**src/rtl/multiplier.sv**
```systemverilog
// Sequential 32x32 shift-add multiplier with signed/unsigned operands and upper/lower word select.
// Optional MULTIPLIER_EARLY_EXIT_EN stops iterating once the remaining multiplier bits are all zero.
module multiplier (
    input  logic        clk,
    input  logic        reset,
    input  logic [31:0] a,
    input  logic [31:0] b,
    input  logic        go,
    input  logic        muls,
    input  logic        high,
    output logic [31:0] c,
    output logic        is_zero,
    output logic        is_negative,
    output logic        available,
    output logic [1:0]  mul_state
);

    localparam logic [1:0] MUL_ADD       = 2'd0;
    localparam logic [1:0] MUL_NEGATE    = 2'd1;
    localparam logic [1:0] MUL_AVAILABLE = 2'd2;
    localparam logic [1:0] MUL_DONE      = 2'd3;

    logic [1:0]  state;
    logic [63:0] multiplicand;
    logic [63:0] product;
    logic [31:0] multiplier_q;
    logic [5:0]  count;
    logic        sign;
    logic        high_q;

    logic [31:0] a_mag;
    logic [31:0] b_mag;
    logic [31:0] multiplier_shifted;
    logic        last_iter;

    // Magnitudes stay 32-bit unsigned, so -(2^31) maps cleanly to 2^31.
    always_comb begin
        a_mag = (muls && a[31]) ? (~a + 32'd1) : a;
        b_mag = (muls && b[31]) ? (~b + 32'd1) : b;
        multiplier_shifted = multiplier_q >> 1;
`ifdef MULTIPLIER_EARLY_EXIT_EN
        last_iter = (count == 6'd31) || (multiplier_shifted == 32'd0);
`else
        last_iter = (count == 6'd31);
`endif
    end

    always_ff @(posedge clk or negedge reset) begin
        if (!reset) begin
            state        <= MUL_DONE;
            multiplicand <= 64'd0;
            product      <= 64'd0;
            multiplier_q <= 32'd0;
            count        <= 6'd0;
            sign         <= 1'b0;
            high_q       <= 1'b0;
            available    <= 1'b0;
        end else if (go) begin
            // A new request restarts from any state, dropping whatever was in flight.
            state        <= MUL_ADD;
            multiplicand <= {32'd0, a_mag};
            multiplier_q <= b_mag;
            product      <= 64'd0;
            count        <= 6'd0;
            sign         <= muls & (a[31] ^ b[31]);
            high_q       <= high;
            available    <= 1'b0;
        end else begin
            case (state)
                MUL_ADD: begin
                    if (multiplier_q[0]) begin
                        product <= product + multiplicand;
                    end
                    multiplicand <= multiplicand << 1;
                    multiplier_q <= multiplier_shifted;
                    count        <= count + 6'd1;
                    if (last_iter) begin
                        state <= MUL_NEGATE;
                    end
                end
                MUL_NEGATE: begin
                    if (sign) begin
                        product <= ~product + 64'd1;
                    end
                    state <= MUL_AVAILABLE;
                end
                MUL_AVAILABLE: begin
                    available <= 1'b1;
                    state     <= MUL_DONE;
                end
                MUL_DONE: begin
                    available <= 1'b0;
                end
                default: begin
                    state <= MUL_DONE;
                end
            endcase
        end
    end

    assign c           = high_q ? product[63:32] : product[31:0];
    assign is_zero     = (c == 32'd0);
    assign is_negative = c[31];
    assign mul_state   = state;

endmodule

```
**config.mk**
```make
export PLATFORM = sky130hd
export DESIGN_NAME = multiplier
export DESIGN_NICKNAME = d
export VERILOG_FILES = /design/src/rtl/multiplier.sv
export SDC_FILE = /design/constraint.sdc
export NUM_CORES = 1
export LEC_CHECK = 0
export CAP_MARGIN = 15
export CORE_ASPECT_RATIO = 0.5
export CORE_MARGIN = 10
export CORE_UTILIZATION = 59
export DETAILED_ROUTE_END_ITERATION = 12
export PLACE_DENSITY = 0.8
export SYNTH_ARGS = -nofsm -noshare
export SYNTH_HDL_FRONTEND = slang
export SYNTH_SLANG_ARGS = --single-unit
```
**constraint.sdc**
```tcl
create_clock -name clk -period 4 [get_ports clk]
set_clock_uncertainty 0.2 [all_clocks]
set_input_delay 1 -clock clk [delete_from_list [all_inputs] [get_ports clk]]
set_output_delay 1 -clock clk [all_outputs]
set_load 0.02 [all_outputs]
```
==> flow_summary.json <==
{
  "cp-startpoint": "multiplicand[21]$_DFFE_PN0P_",
  "maxCapViolCount": 0,
  "grt-ovfl-total": 0,
  "period_minus_slack_ns": 3.84,
  "clock_latency_ns": 0.47,
  "setup_viol_count_final": 0,
  "design.core.area_sq_mm": 0.0239,
  "cp.required_ns": 4.15,
  "fin_nets": 2009,
  "cp_max_fo": 6,
  "synth_fp_nets": 1919,
  "antenna_left": 0,
  "hold_slack_ns": 0.345,
  "ir_drop_mv": 0.397,
  "globalplace.congestion": 0.952,
  "period_share_pct": 96.1,
  "dp_hpwl_um": 35500,
  "ioPinCount": 106,
  "start_util_pct": 59.8,
  "drtPass1Iterations": 6,
  "power_uw": 10800,
  "finalWirelength_um": 47000,
  "die_height_um": 130,
  "ys.warnings.count": 0,
  "syn_to_final_growth_pct": 16.0,
  "clk_pin_slew_ns": 0.08,
  "portBuffers": 105,
  "synth.top_cell.area_share_pct": 29.6,
  "syn_avg_cell_area_sq_um": 8.02,
  "p_per_area_mw_per_mm2": 655,
  "critPathCaptureType": "flip-flop",
  "drive_above_1_share_pct": 8.67,
  "routed_via_density": 6.58,
  "drv_slew": 0,
  "grt_use_total_pct": 30.2,
  "grt_max_degree": 167,
  "die-area_sq_mm": 0.0312,
  "synth_area_leaders": "dfrtp_1, mux2i_1, o21ai_0",
  "ys_seq_area_share_pct": 30.0,
  "cts-root-buf": "clkbuf_16",
  "antenna_found_initial": 1,
  "vias": 14400,
  "grt_setup_unrepaired": "no",
  "hold_class": "primary input to async pin",
  "synth_edf_count": 0,
  "arrival_ns": 3.99,
  "syn_area_sq_mm": 0.0143,
  "holdBufCountCts": 0,
  "grt_pass1_wl_um": 74900,
  "critPathLaunchType": "flip-flop",
  "yosys.area.top_type": "dfrtp_1",
  "drc": 0,
  "netlist_instances": 1778,
  "cts_inserted_buffers": 17,
  "h-tree-depth": 4,
  "grt_pass1_vias": 13900,
  "final_area_sq_mm": 0.0165,
  "r2r-start": "multiplicand[21]$_DFFE_PN0P_",
  "fp-row-count": 40,
  "n_fill_cell": 1918,
  "final-hold-violation-count": 0,
  "wl_per_cell_um": 21.4,
  "fmax_ghz": 0.260,
  "clock_sinks": 171,
  "synthArstFlopShare_pct": 100,
  "synth_cell_types": 76,
  "cts.path.max_buffers": 2,
  "tightest_slew_ns": 0.944,
  "synth_ff_type": "dfrtp_1",
  "status": "finished, final reports clean",
  "path_class": "flip-flop to flip-flop",
  "leakage_uw": 0.00749,
  "final_cells": 2196,
  "die_width_um": 240,
  "antenna_cells": 0,
  "place_inst": 2164,
  "post_dp_cell_area_sq_mm": 0.0159,
  "ys_ff_latch": 171,
  "drtIter0Drc": 1830,
  "cts_tree": "done",
  "maxSlewHeadroom_pct": 37.1
}
## sequential cells by signal, indices dropped and copies added (netlist names)
| register | count |
|---|---|
| multiplicand | 64 |
| available | 1 |
| mul_state | 2 |
| sign | 1 |
| count | 6 |
| product | 64 |
| multiplier_q | 32 |
| high_q | 1 |
## cell usage after synthesis, drive strengths merged, types with 5 or more instances
master  number
dfrtp      169
xnor2       66
nor4        27
ha          71
or2         10
nor2b       10
a31oi       21
xor2        56
or3         33
a221oi       6
a211oi      22
nor3b        5
o22ai       15
inv         32
nor3        50
or4         17
clkbuf      82
o21ai      186
nor2       168
o41ai       12
o21bai      13
buf         22
a21oi      139
a21o        27
nand2      205
a22oi       17
o21a        13
o211ai      12
nand3       23
mux2        29
nand2b      11
o31ai       27
mux2i       94
nand4       35
## worst max-delay path: stages, from the launching register on
cell and delay [ns]:
dfrtp_1 0.45, ha_1 0.41, nand2_1 0.16, nor4_1 0.49, nand2_1 0.14, a2111oi_1 0.58, buf_4 0.24, nor2_1 0.05
o21ai_0 0.41, xnor2_1 0.18, a2111oi_0 0.41
## stage by stage
stage	TNS (ns)	setup WS, ns	utilization [%]
6_report	0	0.158	69.3
5_1_grt	0	0.0329	69.3
4_1_cts	0	0.259	69.3
3_5_place_dp	-0.204	-0.0883	66.7
3_3_place_gp	-0.00169	-0.00169	66.7
2_1_floorplan	0	0.425	-
## report_power, final
group          leakage, uW  switching (uW)  internal, uW
clock network     0.000302             845           957
logic              0.00496            3860          2450
registers          0.00223             595          2120
## timing repair
action / 4_1_cts / 5_1_grt
setup buffers: 0 / 0
endpoints found under the setup margin: 1 / 3
pin swaps: 1 / 0
resized for setup: 1 / 3
## placed cells by master (no fill, tap or decap), types with 4 or more instances in the layout
master	n
buf_4	66
a21oi_1	139
inv_8	4
nand4_1	34
nor2b_1	10
o41ai_1	12
nand2b_1	11
a211oi_1	22
ha_1	68
nand2_1	205
o21ai_0	185
nor4_1	26
a31oi_1	21
nor3b_1	4
xnor2_1	66
a21o_1	27
o22ai_1	15
inv_6	4
or3_1	33
or2_2	9
nand3_1	23
mux2_2	29
and3_1	4
inv_1	32
dfrtp_1	169
clkbuf_16	17
clkdlybuf4s50_1	102
xor2_1	56
o21a_1	13
o21bai_1	13
buf_12	4
o211ai_1	12
nor2_1	168
a22oi_1	17
nor3_1	48
o31ai_1	27
a221oi_1	6
or4_1	15
mux2i_1	94
## kinds of logic after synthesis
group | after synthesis | synth area share [%]
and+or+nand+nor | 610 | 20.5
AOI/OAI and AO/OA | 544 | 23.1
DFF | 171 | 30.0
buffers and inverters | 136 | 3.62
muxes | 123 | 8.88
xor gates and xnor gates | 122 | 7.49
adders and majority gates | 72 | 6.37
## metal layers
metal	part of all wire [%]	GRT usage, %	vias up	wire length (um)
li1	-	-	6724	-
met1	43	39.3	6912	20200
met2	45	48.3	712	21000
met3	10	8.29	95	4750
met4	2.2	9.17	0	1050
met5	0	0	-	0
## final cells by class
type	count	area (sq um)	area share [%]
Clock inverter	15	198	1.19
Sequential cell	171	4280	25.9
Inverter	32	120	0.726
Timing Repair Buffer	175	1630	9.84
Clock buffer	17	425	2.57
Multi-Input combinational cell	1471	9500	57.4
Tap cell	315	394	2.38
## final timing paths
kind,depth (start not counted),slack [ns],end
max in group asynchronous,2,2.43,product[55]$_DFFE_PN0P_
min reg2reg,2,0.36,multiplicand[63]$_DFFE_PN0P_
max reg2reg,10,0.16,product[31]$_DFFE_PN0P_
max,10,0.16,product[31]$_DFFE_PN0P_
min in group clk,2,0.36,multiplicand[63]$_DFFE_PN0P_
min,1,0.35,multiplier_q[26]$_DFFE_PN0P_
Note: power is estimated with default switching activity, not from simulation.
